[config.mk]
export PLATFORM = sky130hd
export DESIGN_NAME = ssp_tx_ctrl
export DESIGN_NICKNAME = d
export VERILOG_FILES = /design/src/rtl/ssp_tx_ctrl.sv
export SDC_FILE = /design/constraint.sdc
export NUM_CORES = 1
export LEC_CHECK = 0
export BUFFER_PORTS_ARGS = -buffer_cell sky130_fd_sc_hd__buf_2
export CAP_MARGIN = 20
export CORE_AREA = 2 2 81 52
export DETAILED_ROUTE_END_ITERATION = 6
export DIE_AREA = 0 0 83 54
export PLACE_DENSITY = 0.69
export SLEW_MARGIN = 20
export SYNTH_ARGS = -nofsm -noshare
export SYNTH_HDL_FRONTEND = slang
export SYNTH_SLANG_ARGS = --single-unit
[constraint.sdc]
create_clock -name PCLK -period 3.93 [get_ports PCLK]
set_input_delay 0.393 -clock PCLK [delete_from_list [all_inputs] [get_ports PCLK]]
set_output_delay 0.393 -clock PCLK [all_outputs]
set_load 0.1 [all_outputs]
[src/rtl/ssp_tx_ctrl.sv]
// ssp_tx_ctrl: fetches bytes from the TX FIFO and sends each one MSB-first as a TI-style frame (FSS bit period + 8 data bit periods).
// Latency: REQ to FRAME is 2 PCLK, a frame is 18*CLK_DIV PCLK; one byte is requested per frame and an empty FIFO is retried via IDLE.
module ssp_tx_ctrl #(
    parameter int CLK_DIV = 1
) (
    input  logic       PCLK,
    input  logic       CLEAR_B,
    input  logic       SSE,
    input  logic       tx_ready,
    input  logic [7:0] TxData,
    output logic       transmit_complete,
    output logic       SSPTXD,
    output logic       SSPCLKOUT,
    output logic       SSPFSSOUT,
    output logic       SSPOE,
    output logic       SSPBSY,
    output logic [7:0] tx_count
);

    localparam logic [2:0] S_IDLE  = 3'd0;
    localparam logic [2:0] S_REQ   = 3'd1;
    localparam logic [2:0] S_WAIT  = 3'd2;
    localparam logic [2:0] S_FRAME = 3'd3;
    localparam logic [2:0] S_SHIFT = 3'd4;

    localparam logic [7:0] HCNT_MAX = 8'(CLK_DIV - 1);

    logic [2:0] state;
    logic [2:0] state_nxt;
    logic [7:0] hcnt;
    logic [7:0] hcnt_nxt;
    logic       half;
    logic       half_nxt;
    logic [2:0] bit_cnt;
    logic [2:0] bit_nxt;
    logic [7:0] shreg;
    logic [7:0] shreg_nxt;
    logic [7:0] count_nxt;
    logic       half_end;
    logic       in_frame;
    logic       in_shift;

    assign half_end = (hcnt == HCNT_MAX);

    // half=0 is the SSPCLKOUT-high half of a bit period, half=1 the low half.
    always_comb begin
        state_nxt = state;
        hcnt_nxt  = hcnt;
        half_nxt  = half;
        bit_nxt   = bit_cnt;
        shreg_nxt = shreg;
        count_nxt = tx_count;
        case (state)
            S_IDLE: begin
                if (SSE) begin
                    state_nxt = S_REQ;
                end
            end
            S_REQ: begin
                state_nxt = S_WAIT;
            end
            S_WAIT: begin
                if (tx_ready) begin
                    shreg_nxt = TxData;
                    hcnt_nxt  = 8'd0;
                    half_nxt  = 1'b0;
                    bit_nxt   = 3'd0;
                    state_nxt = S_FRAME;
                end else begin
                    state_nxt = S_IDLE;
                end
            end
            S_FRAME: begin
                if (half_end) begin
                    hcnt_nxt = 8'd0;
                    half_nxt = ~half;
                    if (half) begin
                        state_nxt = S_SHIFT;
                    end
                end else begin
                    hcnt_nxt = hcnt + 8'd1;
                end
            end
            S_SHIFT: begin
                if (half_end) begin
                    hcnt_nxt = 8'd0;
                    half_nxt = ~half;
                    if (half) begin
                        shreg_nxt = {shreg[6:0], 1'b0};
                        if (bit_cnt == 3'd7) begin
                            bit_nxt   = 3'd0;
                            count_nxt = tx_count + 8'd1;
                            state_nxt = SSE ? S_REQ : S_IDLE;
                        end else begin
                            bit_nxt = bit_cnt + 3'd1;
                        end
                    end
                end else begin
                    hcnt_nxt = hcnt + 8'd1;
                end
            end
            default: begin
                state_nxt = S_IDLE;
            end
        endcase
    end

    assign in_frame = (state_nxt == S_FRAME);
    assign in_shift = (state_nxt == S_SHIFT);

    // Pin outputs are decoded from next-state so they line up with the state register.
    always_ff @(posedge PCLK or negedge CLEAR_B) begin
        if (!CLEAR_B) begin
            state             <= S_IDLE;
            hcnt              <= 8'd0;
            half              <= 1'b0;
            bit_cnt           <= 3'd0;
            shreg             <= 8'd0;
            tx_count          <= 8'd0;
            transmit_complete <= 1'b0;
            SSPTXD            <= 1'b0;
            SSPCLKOUT         <= 1'b0;
            SSPFSSOUT         <= 1'b0;
            SSPOE             <= 1'b0;
            SSPBSY            <= 1'b0;
        end else begin
            state             <= state_nxt;
            hcnt              <= hcnt_nxt;
            half              <= half_nxt;
            bit_cnt           <= bit_nxt;
            shreg             <= shreg_nxt;
            tx_count          <= count_nxt;
            transmit_complete <= (state_nxt == S_REQ);
            SSPBSY            <= in_frame | in_shift;
            SSPFSSOUT         <= in_frame;
            SSPCLKOUT         <= (in_frame | in_shift) & ~half_nxt;
            SSPOE             <= in_shift;
            SSPTXD            <= in_shift & shreg_nxt[7];
        end
    end

endmodule

==> key figures, run 1 <==
Outcome
  – Outcome: finished clean

STA
  – Pins over their slew limit: 0
  – # setup viols final: 0
  – TNS Setup: 0 ns
  – Fin crit share: 63.9%
  – Min Tclk post-route: 2.51 ns
  – Slew headroom: 40.0%
  – Clock Skew: between 0.003 and 0.004 ns
  – Worst Tran Pin Value: 0.899 ns
  – Max Fclk: 398 MHz
  – RSZ-0062 raised after global routing: false
  – Final Hold Vio Count: 0

Die
  – Placement row count: 18
  – Chip width: 83 µm
  – IO Count: 26
  – Starting density of the core: 46.3%
  – Die ar.: 4480 µm²
  – Core footprint: 3850 µm²
  – Die height: 54 µm

GRT
  – Pin count of the biggest net entering global routing: 38
  – Number of global-route vias before repair: 1188
  – GRT Util Overall: between 10% and 20%
  – GR Overflow Total: 0
  – First-pass GRT wire length: 5660 µm
  – Initial antenna violation count: 0

Clocking
  – H-Tree Depth: 2
  – Clk buf depth: 2
  – CTS clk-pin slew, worst paths: roughly 0.080 ns
  – Setup bufs post-CTS: 0
  – CTS tree: done
  – Sink Count: 37
  – CTS Buf Count: 5
  – Root Buffer: clkbuf_8
  – Clock Latency Late Sink: 0.29 ns
  – Cts-stage hold buffer count: 0
  – PostCTS Resize Cnt: 0

Placement
  – PortBufs: 25
  – Post-Place Cells: approximately 250
  – RePlAce Congestion: 0.842
  – Post-DP HPWL: 2340 µm

Synthesis
  – Yosys top cell by area: dfrtp_1
  – Post-synthesis instance total: around 180
  – Adder-Cell Fraction of Synth Area: 4.91%
  – Post-synthesis xor/xnor area fraction: slightly below 4%
  – Yosys cell types: 38
  – Synth Cell Area: 1780 µm²
  – Dominant cells by area after synthesis: dfrtp_1 52%, nand2_1 6.1%, ha_1 4.9%
  – Main combinational cell family by area after synthesis: simple AND/OR/NAND/NOR gates
  – Register area share after synthesis: between 50% and 60%
  – Register bit total from synthesis: 37
  – Post-synth net total: a little under 200
  – Avg Inst Size Synth: 10.1 µm²
  – Yosys warning count: 0
  – Synth top area share: 51.9%
  – Mux cell area share after synthesis: between 1 and 1.5%
  – Post-Synth Simple-Gate Area: 22.6%
  – Synth Area in Compound Gates: 12.8%

Worst setup path
  – Critical path type: flop to flop
  – Data arrival, critical path: 2.68 ns
  – CP cell instances: inv_1 -> ha_1 -> or4b_4 -> nor4b_4 -> nor3b_1 -> a221o_1 -> nor2b_4
  – Worst Path Buf+Inv: 1
  – CP max FO: 15
  – Crit-path slowest cell: nor4b_4
  – Crit path max-delay family: simple AND/OR/NAND/NOR gates
  – CP endpoint kind: flop
  – CP peak stage delay: 0.67 ns
  – Critical Path Start Type: flop
  – Req. time, crit path: just over 4 ns

Route
  – Vias per cell: 5.11
  – Iter 0 DRT Violations: 90
  – Routed via count: about 1.3k
  – Post-DRT Antenna Nets: 0
  – Routed length per instance: 13.3 µm
  – TritonRoute pass-1 iters: 4
  – Total Wirelength: 3380 µm
  – Drt drc: 0

Cells and area
  – Filler Cell Count: approximately 350
  – Layout Cells excl Fill: 254
  – Antenna cells: 0
  – Layout cells sized above 1: 19.1%
  – Syn-to-layout area delta: 14.4%
  – # nets final: 222

Pwr
  – Pwr dens: between 600 and 700 nW/µm²
  – Max VDD drop: between 0.0005 and 0.0006 V
  – Static Leak: roughly 1.0 nW

Flow run
  – Max_cap viols: 0

Hold path
  – Worst min path class: input pin to asynchronous set/reset pin
-- cell usage after synthesis --
cell type	number
clkbuf_1	2
or4b_2	1
ha_1	7
a2bb2oi_1	1
xnor2_1	5
o31ai_1	3
nand3_1	9
a31o_2	1
and4_1	1
inv_1	7
a221o_1	1
a21o_1	1
buf_2	3
o41ai_1	1
a22oi_1	6
a31oi_1	1
o21ai_1	1
and3_1	5
and3b_1	2
nor2b_1	2
and2_1	1
or4b_4	1
dfrtp_1	37
nor4b_4	1
xor2_1	3
nor2_1	9
nand2b_1	7
nor3_1	1
nor3b_1	3
o21ai_0	15
or3_1	1
nor2b_4	1
a32oi_1	1
mux2_2	1
mux2i_1	1
nand2_1	29
o22ai_1	1
a21oi_1	3
-- metrics by stage --
stage / util, % / setup WS (ns) / hold WS (ns) / total power [mW] / area (µm²)
after floorplan: - / 1.67 / 0.0974 / 1.04 / 1780
after global placement: 50.6 / 1.50 / 0.455 / 1.16 / 1950
after detailed placement: 50.6 / 1.44 / 0.465 / 1.16 / 1950
after CTS: 53.0 / 1.41 / 0.211 / 1.44 / 2040
after global routing: 53.0 / 1.29 / 0.237 / 1.54 / 2040
final: 53.0 / 1.42 / 0.180 / 1.43 / 2040
-- path summary, 6_finish.rpt --
kind	cells after the start	start	to	slack (ns)
setup / recovery	7	hcnt[0]	SSPTXD	1.42
hold / removal	1	CLEAR_B	transmit_complete	0.18
setup reg to reg	7	hcnt[0]	SSPTXD	1.42
hold reg to reg	1	tx_count[7]	tx_count[7]	0.48
max in group asynchronous	1	CLEAR_B	hcnt[1]	3.26
min in group PCLK	3	TxData[0]	shreg[0]	0.31
-- worst register-to-register path: cells and delay by family (launching register included) --
| kind | cells | cell delay, ns |
|---|---|---|
| AND/OR/NAND/NOR | 4 | 1.43 |
| adder cells (fa/ha/maj) | 1 | 0.13 |
| flip-flops | 1 | 0.44 |
| buffers and inverters | 1 | 0.08 |
| AO/OA/AOI/OAI | 1 | 0.32 |
-- power by group --
part	internal [mW]	switching, mW
Combinational	0.185	0.409
Sequential	0.483	0.0877
Clock	0.126	0.138
Total	0.794	0.635
-- cell type report --
class                   instances  area [µm²]  area share [%]
flip-flops and latches         37         926            45.4
clock buffers                   5        68.8            3.37
well taps                      50        62.6            3.07
inverters                       7        26.3            1.29
repair buffers                 25         125            6.13
clock inverters                 3        22.5            1.10
multi-input cells             127         810            39.7
-- cell usage in the layout (no fill, tap or decap), types with 2 or more instances in the layout --
cell / synthesis / routed
a22oi_1: 6 / 6
inv_1: 7 / 7
buf_2: 3 / 25
clkinv_4: 0 / 2
o21ai_0: 15 / 15
o31ai_1: 3 / 3
xor2_1: 3 / 3
a21oi_1: 3 / 3
nor2_1: 9 / 9
dfrtp_1: 37 / 37
ha_1: 7 / 7
nor2b_1: 2 / 2
and3_1: 5 / 5
xnor2_1: 5 / 5
clkbuf_8: 0 / 5
nand2_1: 29 / 29
and3b_1: 2 / 2
nor3b_1: 3 / 3
nand3_1: 9 / 9
nand2b_1: 7 / 7
-- kinds of logic (layout without fill, tap and decap cells) --
group,after synthesis,in the layout
compound gates,36,36
xor+xnor,8,8
fa+ha+maj,7,7
buf+inv,12,40
flops,37,37
mux,2,2
simple gates,74,74
-- sequential cells by signal, indices dropped and copies added, names as in the netlist --
signal             cells
SSPBSY                 1
SSPCLKOUT              1
SSPFSSOUT              1
SSPOE                  1
SSPTXD                 1
bit_cnt                3
half                   1
hcnt                   8
shreg                  8
state                  3
transmit_complete      1
tx_count               8
-- layer usage --
metal	wire (µm)	track usage [%]	part of all wire, %
met1	1870	24.3	55
met2	1350	23.5	40
met3	151	5.83	4.5
met4	12	5.74	0.36
met5	0	0	0
Power figures use the tool's default switching activity.
==> run 2, diff against run 1 <==
- ABC_AREA: not set -> 1
- CORE_AREA: 2 2 81 52 -> 2 2 83 53
- DIE_AREA: 0 0 83 54 -> 0 0 85 55
- PLACE_DENSITY: 0.69 -> 0.71
- clock period: 3.93 -> 2.1 ns (I/O delays scaled with it)
==> key figures, run 2 <==
Clocking
  – Cts-stage hold buffer count: 0 (unchanged)
  – Clk buf depth: 2 (unchanged)
  – CTS Buf Count: 5 (unchanged)
  – CTS tree: done
  – Setup bufs post-CTS: 0 (unchanged)
  – Clock Latency Late Sink: 0.29 ns (about the same)
  – CTS clk-pin slew, worst paths: 0.07 ns (about the same)
  – Root Buffer: clkbuf_8
  – PostCTS Resize Cnt: 0 (unchanged)
  – H-Tree Depth: 2 (unchanged)
  – Sink Count: 37 (unchanged)

Cells and area
  – Syn-to-layout area delta: 14.6%
  – Antenna cells: 0 (unchanged)
  – Filler Cell Count: 358 (+1.4%)
  – Commonest non-fill, non-tap cell in the layout: nand2_1
  – # nets final: 267 (+20%)
  – Final core utilization: 54.4% (+1.5 points)
  – Commonest cells after routing, fill and taps aside: 50 x nand2_1, 37 x dfrtp_1, 25 x inv_1, 25 x nand3_1, 25 x buf_2
  – Biggest regs: hcnt: 8 flops, shreg: 8 flops, tx_count: 8 flops
  – Layout cells sized above 1: 21.0% (+1.9 points)

STA
  – Max Fclk: 542 MHz (+36%)
  – Worst Tran Pin Value: 0.810 ns (-0.0896 ns)
  – Pins over their slew limit: 0 (unchanged)
  – # setup viols final: 0 (unchanged)
  – Slew headroom: 46.0% (+6.0 points)
  – Clock Skew: 0.00350 ns (+0.000443 ns)
  – TNS Setup: 0 ns (unchanged)
  – Fin crit share: 87.8% (+24 points)
  – Min Tclk post-route: 1.84 ns (-0.665 ns)
  – RSZ-0062 raised after global routing: false
  – Final Hold Vio Count: 0 (unchanged)

Worst setup path
  – Req. time, crit path: 2.27 ns (-1.83 ns)
  – CP cell instances: inv_1 -> ha_1 -> nand2_1 -> nor2_4 -> ha_1 -> nand4_2 -> nor2_2 -> nand3_1 -> xnor2_1
  – Worst Path Buf+Inv: 1 (unchanged)
  – CP max FO: 5 (-10)
  – Crit path max-delay family: simple AND/OR/NAND/NOR gates
  – CP most frequent cell: ha_1
  – Critical path type: flop to flop
  – CP peak stage delay: 0.42 ns (-0.25 ns)
  – CP endpoint kind: flop
  – Data arrival, critical path: 2.02 ns (-0.66 ns)
  – Critical Path Start Type: flop
  – Crit-path slowest cell: dfrtp_1

Synthesis
  – Synth top area share: 49.4% (-2.5 points)
  – Synth Cell Area: 1870 µm² (+5.0%)
  – Top FF cell, synth: dfrtp_1
  – Post-synth net total: 235 (+21%)
  – Post-synth EDFFs: 0 (unchanged)
  – Top post-synthesis cells by count: 50 x nand2_1, 37 x dfrtp_1, 25 x inv_1, 25 x nand3_1, 23 x nor2_1
  – Dominant cells by area after synthesis: dfrtp_1 49%, nand2_1 10%, nand3_1 6.7%
  – Register bit total from synthesis: 37 (unchanged)
  – Yosys cell types: 27 (-29%)
  – Avg Inst Size Synth: 8.67 µm² (-14%)
  – Register area share after synthesis: 49.4% (-2.5 points)
  – Ys async rst share: 100% (unchanged)
  – Most numerous cell in the Yosys netlist: nand2_1
  – Yosys top cell by area: dfrtp_1
  – Post-synthesis instance total: 216 (+23%)
  – Yosys warning count: 0 (unchanged)

Route
  – Routed via count: 1471 (+13%)
  – Vias per cell: 4.94 (-3.3%)
  – Post-DRT Antenna Nets: 0 (unchanged)
  – Routed length per instance: 12.1 µm (-9.4%)
  – Drt drc: 0 (unchanged)
  – Total Wirelength: 3590 µm (+6.2%)
  – Iter 0 DRT Violations: 75 (-17%)
  – TritonRoute pass-1 iters: 4 (unchanged)

Placement
  – Post-DP HPWL: 2630 µm (+12%)
  – RePlAce Congestion: 0.885 (+5.0%)
  – PortBufs: 25 (unchanged)

Flow run
  – Max_cap viols: 0 (unchanged)

Pwr
  – Max VDD drop: 0.000309 V (-43%)
  – Static Leak: 1.14 nW (+8.7%)
  – Pwr dens: 576 nW/µm² (-18%)

GRT
  – First-pass GRT wire length: 6100 µm (+7.8%)
  – Number of global-route vias before repair: 1343 (+13%)
  – GRT Util Overall: 17.1% (+0.21 points)
  – GR Overflow Total: 0 (unchanged)
  – Pin count of the biggest net entering global routing: 38 (unchanged)
  – Initial antenna violation count: 0 (unchanged)

Die
  – Chip width: 85 µm (+2.4%)
  – Core footprint: 3940 µm² (+2.3%)
  – Die height: 55 µm (+1.9%)
  – Placement row count: 18 (unchanged)
  – Die ar.: 4680 µm² (+4.3%)
  – Starting density of the core: 47.5% (+1.2 points)
  – IO Count: 26 (unchanged)

Outcome
  – Outcome: finished clean

Hold path
  – Worst min path class: input pin to asynchronous set/reset pin
run 2: final timing paths:
check / start / endpoint / slack (ns) / cells past startpoint
max in group asynchronous: CLEAR_B / tx_count[6] / 1.57 / 1
worst min-delay path: CLEAR_B / hcnt[2] / 0.01 / 1
worst max-delay path: hcnt[0] / tx_count[7] / 0.26 / 9
worst max register to register: hcnt[0] / tx_count[7] / 0.26 / 9
worst min register to register: tx_count[7] / tx_count[7] / 0.46 / 1
min in group PCLK: TxData[0] / shreg[0] / 0.12 / 3
run 2: layer usage:
metal	vias up	routed length, µm	share of wire [%]	track usage [%]
li1	744	-	-	-
met1	672	1870	52	24.3
met2	50	1410	39	24.9
met3	5	277	7.7	4.75
met4	0	34	0.95	6.61
met5	-	0	0	0
run 2: cell type report:
class | instances | area [µm²] | share of cell area [%]
multi-input combinational | 148 | 822 | 38.3
sequential | 37 | 926 | 43.1
timing repair buffer | 27 | 140 | 6.53
clock buffer | 7 | 86.3 | 4.02
tap | 50 | 62.6 | 2.92
inverter | 29 | 109 | 5.07
run 2: metrics by stage:
stage          area [µm²]  worst slack, ns  power, mW  hold slack [ns]  cells
6_report             2150            0.256       1.24          0.00987    298
5_1_grt              2150            0.101       1.28           0.0754    298
4_1_cts              2150            0.243       1.25           0.0509    298
3_5_place_dp         2060            0.270      0.751            0.361    291
3_3_place_gp         2060            0.326      0.751            0.356    291
2_1_floorplan        1870            0.212      0.727          -0.0856    216
run 2: kinds of logic (layout without fill, tap and decap cells):
group	after synthesis	count (layout)	synth area share, %
and+or+nand+nor	114	114	28.7
buffers and inverters	31	63	6.68
muxes	1	1	0.601
AOI/OAI and AO/OA	17	17	5.68
adders and majority gates	7	7	4.68
DFF	37	37	49.4
xor gates and xnor gates	9	9	4.21
run 2: where the power goes:
part	total (mW)	leakage [nW]	internal (mW)	switching, mW
clock	0.500	0.0443	0.260	0.240
combinational	0.0237	0.659	0.00733	0.0164
sequential	0.712	0.434	0.712	0
total	1.24	1.14	0.980	0.256
